<file path="config.mk">
export PLATFORM = sky130hd
export DESIGN_NAME = clk_div_multi
export DESIGN_NICKNAME = d
export VERILOG_FILES = /design/src/rtl/clk_div_pkg.sv /design/src/rtl/clk_div_chan.sv /design/src/rtl/clk_div_multi.sv
export SDC_FILE = /design/constraint.sdc
export NUM_CORES = 1
export LEC_CHECK = 0
export BUFFER_PORTS_ARGS = -buffer_cell sky130_fd_sc_hd__buf_2
export CORE_MARGIN = 2
export CORE_UTILIZATION = 54
export DETAILED_ROUTE_END_ITERATION = 10
export PLACE_DENSITY = 0.82
export RECOVER_POWER = 25
export SETUP_SLACK_MARGIN = 0.02
export SLEW_MARGIN = 5
export SYNTH_ARGS = -nofsm -noshare
export SYNTH_HDL_FRONTEND = slang
export SYNTH_SLANG_ARGS = --single-unit
export TNS_END_PERCENT = 100
</file>
<file path="constraint.sdc">
create_clock -name clk -period 3.56 [get_ports clk]
set_clock_uncertainty 0.1 [all_clocks]
set_input_delay 0.178 -clock clk [delete_from_list [all_inputs] [get_ports clk]]
set_output_delay 0.178 -clock clk [all_outputs]
set_load 0.03 [all_outputs]
</file>
<file path="src/rtl/clk_div_pkg.sv">
// Shared definitions for the multi-channel clock divider.
package clk_div_pkg;

  typedef enum logic {
    MODE_TOGGLE = 1'b0,
    MODE_PULSE  = 1'b1
  } mode_e;

endpackage

</file>
<file path="src/rtl/clk_div_chan.sv">
// One divider channel: counter, shadowed divisor/mode, registered outputs.
module clk_div_chan
  import clk_div_pkg::*;
#(
  parameter int                 WIDTH       = 16,
  parameter logic [WIDTH-1:0]   DEFAULT_DIV = WIDTH'(6)
) (
  input  logic             clk,
  input  logic             rst_n,
  input  logic             en,
  input  logic             load,
  input  logic [WIDTH-1:0] div,
  input  logic             mode,
  output logic             clk_out,
  output logic             tick,
  output logic             pending
);

  localparam logic [WIDTH-1:0] ONE = WIDTH'(1);

  logic [WIDTH-1:0] cnt;
  logic [WIDTH-1:0] act_div;
  logic [WIDTH-1:0] shd_div;
  mode_e            act_mode;
  mode_e            shd_mode;

  logic             boundary;
  logic             apply;
  logic [WIDTH-1:0] new_div;
  mode_e            new_mode;

  // A LOAD in the current cycle bypasses the shadow so it can land on this edge.
  always_comb begin
    new_div  = load ? div : shd_div;
    new_mode = load ? mode_e'(mode) : shd_mode;
    boundary = en && (act_div != '0) && (cnt == act_div - ONE);
    apply    = (load || pending) && (boundary || !en || (act_div == '0));
  end

  always_ff @(posedge clk or negedge rst_n) begin
    if (!rst_n) begin
      cnt      <= '0;
      act_div  <= DEFAULT_DIV;
      act_mode <= MODE_TOGGLE;
      shd_div  <= '0;
      shd_mode <= MODE_TOGGLE;
      clk_out  <= 1'b0;
      tick     <= 1'b0;
      pending  <= 1'b0;
    end else begin
      if (load) begin
        shd_div  <= div;
        shd_mode <= mode_e'(mode);
      end

      if (!en || (act_div == '0)) begin
        cnt     <= '0;
        tick    <= 1'b0;
        clk_out <= 1'b0;
      end else if (boundary) begin
        cnt     <= '0;
        tick    <= 1'b1;
        clk_out <= (act_mode == MODE_TOGGLE) ? ~clk_out : 1'b1;
      end else begin
        cnt  <= cnt + ONE;
        tick <= 1'b0;
        if (act_mode == MODE_PULSE) clk_out <= 1'b0;
      end

      // Any mode switch restarts the output from a known low level.
      if (apply) begin
        act_div  <= new_div;
        act_mode <= new_mode;
        cnt      <= '0;
        pending  <= 1'b0;
        if (new_mode != act_mode) clk_out <= 1'b0;
      end else if (load) begin
        pending <= 1'b1;
      end
    end
  end

endmodule

</file>
<file path="src/rtl/clk_div_multi.sv">
// N_CH independent programmable clock dividers; the top only slices buses.
module clk_div_multi
  import clk_div_pkg::*;
#(
  parameter int               N_CH        = 2,
  parameter int               WIDTH       = 16,
  parameter logic [WIDTH-1:0] DEFAULT_DIV = WIDTH'(6)
) (
  input  logic                    clk,
  input  logic                    rst_n,
  input  logic [N_CH-1:0]         en,
  input  logic [N_CH-1:0]         load,
  input  logic [N_CH*WIDTH-1:0]   div,
  input  logic [N_CH-1:0]         mode,
  output logic [N_CH-1:0]         clk_out,
  output logic [N_CH-1:0]         tick,
  output logic [N_CH-1:0]         pending
);

  genvar gi;
  generate
    for (gi = 0; gi < N_CH; gi++) begin : g_ch
      clk_div_chan #(
        .WIDTH      (WIDTH),
        .DEFAULT_DIV(DEFAULT_DIV)
      ) u_chan (
        .clk    (clk),
        .rst_n  (rst_n),
        .en     (en[gi]),
        .load   (load[gi]),
        .div    (div[gi*WIDTH +: WIDTH]),
        .mode   (mode[gi]),
        .clk_out(clk_out[gi]),
        .tick   (tick[gi]),
        .pending(pending[gi])
      );
    end
  endgenerate

endmodule

</file>
Word level (Yosys, flattened, before mapping)
Cells that the tools add are included.
Cells by class
  add/subtract/negate cells: 4
  equal/unequal tests: 4
  mux-type cells: 30
  bitwise gates (word level): 2
  reductions and logical operators: 22
Operator list (number)
  two-way mux 16 bit: 8
  adder 16 x 1 -> 16 bit (second input constant): 2
  equality test 16 bit: 2
  logical NOT 16 bit: 2
  nonzero test 16 bit: 2
  subtractor 16 x 1 -> 16 bit (second input constant): 2
  two-way mux 1 bit: 22
  logical OR 1 bit: 8
  logical AND 1 bit: 6
  nonzero test 2 bit: 2
  logical NOT 1 bit: 2
  != test 1 bit: 2
  inverter 1 bit: 2
Storage, ports and cells
  register bits after elaboration: 106
  bits of input ports: 40
  output and inout bits: 6
  logic and storage cells: 78

Depth between registers and ports, before layout
Gate-level depths: netlist (run 1).
  depth after elaboration: 7
  gate-level depth with buffers: 13
  depth with buffers taken out: 10

By module
From an unflattened synthesis (run 1), not the netlist that was laid out.
Unflattened totals
  cell total of the unflattened synthesis: 492
  area, all modules: 5611.6 µm²
Modules (own cells, without submodules)
  clk_div_chan at g_ch[0].u_chan: times used 1, cells each 244, area an instance 2819.0 µm², sequential area each 1328.8 µm²
  clk_div_chan at g_ch[1].u_chan: times used 1, cells each 248, area an instance 2792.7 µm², sequential area each 1328.8 µm²

Worst setup path before layout (run 1)
Ideal clock, no wire load.
  path kind: register to register
  from: register g_ch[1].u_chan.act_div[6]
  to: register g_ch[1].u_chan.act_div[0]
  setup time: 125 ps
  arrival time: 3157 ps
  required time: 3335 ps
  path slack: 178 ps
  cell stages (with the launch flop): 11
  path buffers: 2
  clock period less this slack: 3382 ps
  cell sequence: dfrtp_1 buf_6 or4_1 nor4b_4 mux2i_1 mux2i_1 o21a_1 or4_4 a31oi_4 buf_12 mux2_4
Between the ends
  longest elaborated chain between the ends: 6
  elaborated cells between the ends (all ways): 9
  classes of those cells: add/sub (1); eq/ne (1); reduce/logical (7)
RTL lines
  start, declared: RTL line clk_div_chan.sv:22  | logic [WIDTH-1:0] act_div;
  start signal, assigned: RTL line clk_div_chan.sv:72  | act_div <= new_div;
  subtractor 16 x 1 -> 16 bit or nonzero test 16 bit (tied branches): RTL line clk_div_chan.sv:36  | boundary = en && (act_div != '0) && (cnt == act_div - ONE);
  equality test 16 bit or logical AND 1 bit (tied branches): RTL line clk_div_chan.sv:36
  logical AND 1 bit: RTL line clk_div_chan.sv:36
  logical OR 1 bit: RTL line clk_div_chan.sv:37  | apply = (load || pending) && (boundary || !en || (act_div == '0));
  logical OR 1 bit *: RTL line clk_div_chan.sv:37
  logical AND 1 bit *: RTL line clk_div_chan.sv:37
Every way passes the cells marked *; elsewhere a longest branch is shown, timed or not.
A chain may end at the register's enable or synchronous reset.

Final worst setup path (run 1)
  from: register g_ch[1].u_chan.act_div[0]
  to: register g_ch[1].u_chan.act_div[13]
The elaborated chain is that of the path after synthesis.

==> reports/qor.yml, run 1 <==
final_cell_mix: "101 x dfrtp_1, 54 x nor2_1, 44 x buf_2, 35 x dlygate4sd3_1"
die-area_um2: 11210
top_layer: "met4"
critical_path.max_stage_delay_ns: 0.53
ir_drop_v: 0.0002351
drt_iter0_drc: 312
wl_um: 12070
antenna_found_initial: 0
ioPinCount: 46
post-route-min-period_ns: 3.413
cts_buffer_depth: 2
total_power_mw: 2.864
r2r_start: "g_ch[1].u_chan.act_div[0]$_DFFE_PN0P_"
cts_tree: "built"
synth_flop_cell: "dfrtp_1"
rows: 37
yosys_warnings: 0
worstSkewPairLatency_ns: 0.38
cp_num_buf_inv: 1
async_reset_ff_share_pct: 100.0
diodes: 0
p_leak_nw: 2.769
drive_above_1_share_pct: 22.47
slew_viol_final: 0
cts_sinks: 106
synth-edff-count: 0
dpl_worst_slack_ns: 0.1521
clockRootBuffer: "clkbuf_8"
wl_per_cell_um: 16.58
clkTransAtPathRegs_ns: 0.10
vias_per_cell: 5.661
synthCells: 507
cp_max_fo: 7
fin_crit_sh_pct: 95.87
fmax_mhz: 293.0
cp_cell_sequence: "or4_4, nor4b_4, mux2i_1, mux2i_1, o21a_1, or4_4, a31oi_4, buf_4, mux2_2"
gr-total-overflow: 0
die_y_um: 105.9
syn_nets: 553
crit_start: "g_ch[1].u_chan.act_div[0]$_DFFE_PN0P_"
m1WireLength_um: 5572
core_area_um2: 10180
firstDrtPassIters: 4
num_vias: 4121
die_w_um: 105.9
hold_viol_final: 0
regArea_um2: 2659
final_common_cell: "dfrtp_1"
slowest_stage: "or4_4"
nFillCells: 786
gp_congestion: 0.9048
worst_setup_path_start_kind: "register"
initial_core_util_pct: 55.04
fin_ws_ns: 0.1471
grt_max_degree: 53
hold_class: "in -> reg"
yosys.cell_types.count: 58
min_from: "en[1]"
place_inst: 677
arrival_ns: 3.57
io_buffers: 45
path_delay_family: "simple AND/OR/NAND/NOR gates"
criticalPathCategory: "reg -> reg"
numCtsBuffers: 9
h-tree-depth: 3
rsz0062_at_grt: "no"
yosysSeqAreaShare_pct: 47.41
synth_area_um2: 5605
cap_violations: 0
synth_area_per_cell_um2: 11.06
setup_tns_ns: 0
grt_usage_pct: 22.33
powerDensity_nw_per_um2: 437.5
place_hpwl_um: 8603
cts_setup_buffers: 0
worstPathRequired_ns: 3.72
dr_wl_met2_um: 5670
ys_ff_latch: 106
end_kind: "register"
status: "finished clean"
grt_pass1_vias: 4132
drc: 0
area_delta_synth_final_pct: 16.81
setup_viol: 0
relSlewSlack_pct: 14.10
wl_met3_um: 657
tightestPinTransition_ns: 1.289
multi_input_area_um2: 2779
nets: 633
drtAntennaViolNets: 0
grt_pass1_wl_um: 19910
final_cells: 728
==> registers in the layout, summed over array words and instances (netlist names) <==
| name | flops |
|---|---|
| g_ch.u_chan.act_div | 32 |
| g_ch.u_chan.clk_out | 2 |
| g_ch.u_chan.shd_div | 32 |
| g_ch.u_chan.tick | 2 |
| g_ch.u_chan.pending | 2 |
| g_ch.u_chan.act_mode | 2 |
| g_ch.u_chan.cnt | 32 |
| g_ch.u_chan.shd_mode | 2 |
==> path summary, 6_finish.rpt <==
check                                                         endpoint  slack, ns  cells past startpoint
max in group asynchronous        g_ch[1].u_chan.act_div[2]$_DFFE_PN1P_       1.75                      3
worst max-delay path            g_ch[1].u_chan.act_div[13]$_DFFE_PN0P_       0.15                      9
worst max register to register  g_ch[1].u_chan.act_div[13]$_DFFE_PN0P_       0.15                      9
min in group asynchronous         g_ch[0].u_chan.shd_div[11]$_DFF_PN0_       0.51                      2
worst min register to register     g_ch[0].u_chan.shd_div[6]$_DFF_PN0_       0.40                      1
worst min-delay path                     g_ch[1].u_chan.tick$_DFF_PN0_       0.06                      3
==> where the power goes <==
group	switching, mW	internal, mW
Clock	0.406	0.347
Sequential	0.141	1.33
Combinational	0.315	0.322
==> layer usage <==
layer / up-vias / global-route usage (%)
li1: 1953 / -
met1: 2027 / 31.60
met2: 129 / 35.35
met3: 12 / 3.896
met4: 0 / 6.861
met5: - / 0
==> timing repair <==
item                                    4_1_cts  5_1_grt
endpoints found under the setup margin        0       28
resized for setup                             0        5
endpoints found under the hold margin        84        0
hold buffers                                 35        0
==> kinds of logic after synthesis <==
kind of cell	after synthesis	synth area share, %
and+or+nand+nor	185	17.83
DFF	106	47.41
muxes	71	14.75
xor gates and xnor gates	61	9.531
AOI/OAI and AO/OA	43	5.759
buffers and inverters	35	3.370
adders and majority gates	6	1.339
==> per-stage QoR <==
step	util (%)	hold slack, ns	cell area (µm²)
2_1_floorplan	-	-0.2176	5605
3_3_place_gp	58.73	0.1339	5982
3_5_place_dp	58.73	0.1560	5982
4_1_cts	64.10	0.04884	6529
5_1_grt	64.29	0.06147	6548
6_report	64.29	0.05717	6548
==> synth_stat cells, drive strengths merged, types with 2 or more instances <==
| cell type | n | area (µm²) |
|---|---|---|
| nand2b | 3 | 18.77 |
| a211oi | 3 | 22.52 |
| nand4 | 8 | 50.05 |
| nor2 | 54 | 202.7 |
| nor4bb | 3 | 30.03 |
| xor2 | 33 | 289.0 |
| and3 | 12 | 75.07 |
| nand3 | 24 | 120.1 |
| inv | 10 | 37.54 |
| buf | 16 | 117.6 |
| o21ai | 6 | 30.03 |
| ha | 6 | 75.07 |
| dfstp | 4 | 105.1 |
| mux2i | 5 | 50.05 |
| nand3b | 2 | 15.01 |
| nor3 | 14 | 70.07 |
| nor4 | 13 | 87.58 |
| clkbuf | 9 | 33.78 |
| mux2 | 66 | 777.0 |
| or2 | 2 | 12.51 |
| xnor2 | 28 | 245.2 |
| a31oi | 7 | 58.81 |
| or3 | 8 | 50.05 |
| a21oi | 5 | 25.02 |
| nand2 | 19 | 73.82 |
| o21a | 4 | 30.03 |
| or4 | 5 | 41.29 |
| o211ai | 4 | 30.03 |
| dfrtp | 102 | 2552 |
| nor4b | 5 | 58.80 |
| nor2b | 5 | 31.28 |
| nor3b | 4 | 30.03 |
| a31o | 3 | 26.28 |
==> tightest hold or removal path, delay by kind of cell <==
kind | cells | cell delay (ns)
buffers and inverters | 1 | 0.13
and+or+nand+nor | 2 | 0.19
==> cell type report <==
cell class | count | share of cell area [%]
Sequential cell | 106 | 40.61
Clock inverter | 4 | 0.7835
Tap cell | 136 | 2.599
Inverter | 10 | 0.5733
Clock buffer | 12 | 2.217
Timing Repair Buffer | 94 | 10.78
Multi-Input combinational cell | 366 | 42.44
Note: power is estimated with default switching activity, not from simulation.
==> inputs of run 2 (changes only) <==
- CORE_UTILIZATION: 54 -> 50
- PLACE_DENSITY: 0.82 -> 0.77
==> run 2 against run 1 <==
The run now ends with max-capacitance violations, max-slew violations left. Cell area rose by 0.21%. Core utilization is 4.0 points lower. First-iteration DRC count decreased by 27%. Sequential share of layout area fell by 0.10 points. Critical path depth unchanged. Sequential power barely moved. Combinational power shrank 1%. Clock power is 10% higher. Register-to-register slack got worse by 0.02 ns. Largest cell class unchanged. Highest routed layer unchanged.
==> reports/qor.yml, run 2 (synthesis gave the netlist of run 1 again) <==
drive_above_1_share_pct: 25.46
rows: 38
drc: 0
fmax_mhz: 291.5
cap_violations: 1
arrival_ns: 3.60
gr-total-overflow: 0
cp_num_buf_inv: 2
cts_sinks: 106
wl_per_cell_um: 16.18
drt_iter0_drc: 227
grt_pass1_vias: 4155
critical_path.max_stage_delay_ns: 0.63
ioPinCount: 46
post-route-min-period_ns: 3.431
p_leak_nw: 2.783
slew_viol_final: 42
core_area_um2: 10890
num_vias: 4129
firstDrtPassIters: 5
h-tree-depth: 3
wl_um: 11860
initial_core_util_pct: 51.48
final_common_cell: "dfrtp_1"
cts_setup_buffers: 0
antenna_found_initial: 0
worstRegToRegCells: 9
die-area_um2: 12070
r2r_start: "g_ch[1].u_chan.act_div[1]$_DFFE_PN1P_"
die_y_um: 109.9
vias_per_cell: 5.633
grt_pass1_wl_um: 20070
nets: 634
worst_setup_path_start_kind: "register"
setup_tns_ns: 0
top_regs: "g_ch.u_chan.act_div x32, g_ch.u_chan.cnt x32, g_ch.u_chan.shd_div x32"
criticalPathCategory: "reg -> reg"
grt_max_degree: 42
diodes: 0
utilization_pct: 60.26
min_to: "g_ch[1].u_chan.tick$_DFF_PN0_"
cp_max_fo: 10
fin_crit_sh_pct: 96.38
cts_buffer_depth: 2
status: "finished with violations"
clkTransAtPathRegs_ns: 0.10
worstSkewPairLatency_ns: 0.38
clockRootBuffer: "clkbuf_8"
final_cell_mix: "102 x dfrtp_1, 54 x nor2_1, 48 x mux2_2, 44 x buf_2, 34 x dlygate4sd3_1"
dpl_worst_slack_ns: 0.1361
r2r-end: "g_ch[1].u_chan.act_div[13]$_DFFE_PN0P_"
worstPathRequired_ns: 3.72
hold_class: "in -> reg"
rsz0062_at_grt: "no"
end_kind: "register"
path_delay_family: "compound AO/OA/AOI/OAI gates"
r2r_setup_slack_ns: 0.13
die_w_um: 109.9
cp_cell_sequence: "inv_1, ha_1, o311ai_0, o211ai_1, a221o_1, or4_4, a31oi_4, buf_4, mux2_2"
gp_congestion: 0.8891
violations: "max-capacitance violations, max-slew violations"
relSlewSlack_pct: -48.07
hold_depth: 3
setup_viol: 0
min_from: "en[1]"
slowest_stage: "dfstp_2"
area_delta_synth_final_pct: 17.05
cts_tree: "built"
grt_usage_pct: 21.59
hold_viol_final: 0
powerDensity_nw_per_um2: 447.2
numCtsBuffers: 9
ir_drop_v: 0.0001868
place_hpwl_um: 8458
total_power_mw: 2.934
io_buffers: 45
drtAntennaViolNets: 0
tightestPinTransition_ns: 2.221
fin_ws_ns: 0.1290
[run 2: area by class of cell]
| class | count | area (µm²) |
|---|---|---|
| fillers | 889 | 4327 |
| flip-flops and latches | 106 | 2658 |
| inverters | 10 | 37.54 |
| repair buffers | 95 | 684.4 |
| well taps | 140 | 175.2 |
| clock inverters | 6 | 87.58 |
| clock buffers | 10 | 137.6 |
| multi-input cells | 366 | 2781 |
[run 2: repair_timing]
action / CTS / global route
setup endpoints to repair: 0 / 14
hold buffers: 34 / 0
hold endpoints to repair: 72 / 0
resized for setup: 0 / 4
[run 2: worst max path at each step]
| stage | slack, ns | endpoint | cells past startpoint | start |
|---|---|---|---|---|
| 2_1_floorplan | 0.18 | g_ch[1].u_chan.act_div[0]$_DFFE_PN0P_ | 10 | g_ch[1].u_chan.act_div[6]$_DFFE_PN0P_ |
| 3_3_place_gp | 0.18 | g_ch[1].u_chan.act_div[12]$_DFFE_PN0P_ | 9 | g_ch[1].u_chan.act_div[5]$_DFFE_PN0P_ |
| 3_5_place_dp | 0.14 | g_ch[1].u_chan.act_div[11]$_DFFE_PN0P_ | 9 | g_ch[1].u_chan.act_div[5]$_DFFE_PN0P_ |
| 4_1_cts | 0.12 | g_ch[1].u_chan.act_div[14]$_DFFE_PN0P_ | 9 | g_ch[1].u_chan.act_div[4]$_DFFE_PN0P_ |
| 5_1_grt | 0.03 | g_ch[1].u_chan.act_div[11]$_DFFE_PN0P_ | 9 | g_ch[1].u_chan.act_div[5]$_DFFE_PN0P_ |
| 6_report | 0.13 | g_ch[1].u_chan.act_div[13]$_DFFE_PN0P_ | 9 | g_ch[1].u_chan.act_div[1]$_DFFE_PN1P_ |
[run 2: where the power goes]
group	leakage, nW	internal, mW	switching, mW
Combinational	1.35	0.326	0.303
Clock	0.117	0.417	0.412
Sequential	1.31	1.33	0.143
[run 2: layer usage]
| metal | vias up | GRT usage [%] | share of wire, % | wire length [µm] |
|---|---|---|---|---|
| met5 | - | 0 | 0 | 0 |
| met4 | 0 | 8.047 | 1.5 | 180 |
| li1 | 1971 | - | - | - |
| met2 | 99 | 34.31 | 47 | 5618 |
| met1 | 2046 | 30.05 | 47 | 5587 |
| met3 | 13 | 3.082 | 4.0 | 475 |
[run 2: worst register-to-register path, delay by kind of cell, from the launching register on]
kind                     cells  cell delay (ns)
AO/OA/AOI/OAI                4             1.19
AND/OR/NAND/NOR              1             0.51
flip-flops                   1             0.63
adder cells (fa/ha/maj)      1             0.24
buffers and inverters        2             0.31
multiplexers                 1             0.35
[run 2: stage by stage]
| stage | cell area [µm²] | instances | hold WS, ns |
|---|---|---|---|
| after floorplan | 5605 | 507 | -0.2176 |
| after global placement | 5977 | 683 | 0.08572 |
| after detailed placement | 5977 | 683 | 0.09928 |
| after CTS | 6543 | 733 | 0.001164 |
| after global routing | 6561 | 733 | 0.01884 |
| final | 6561 | 733 | 0.01426 |
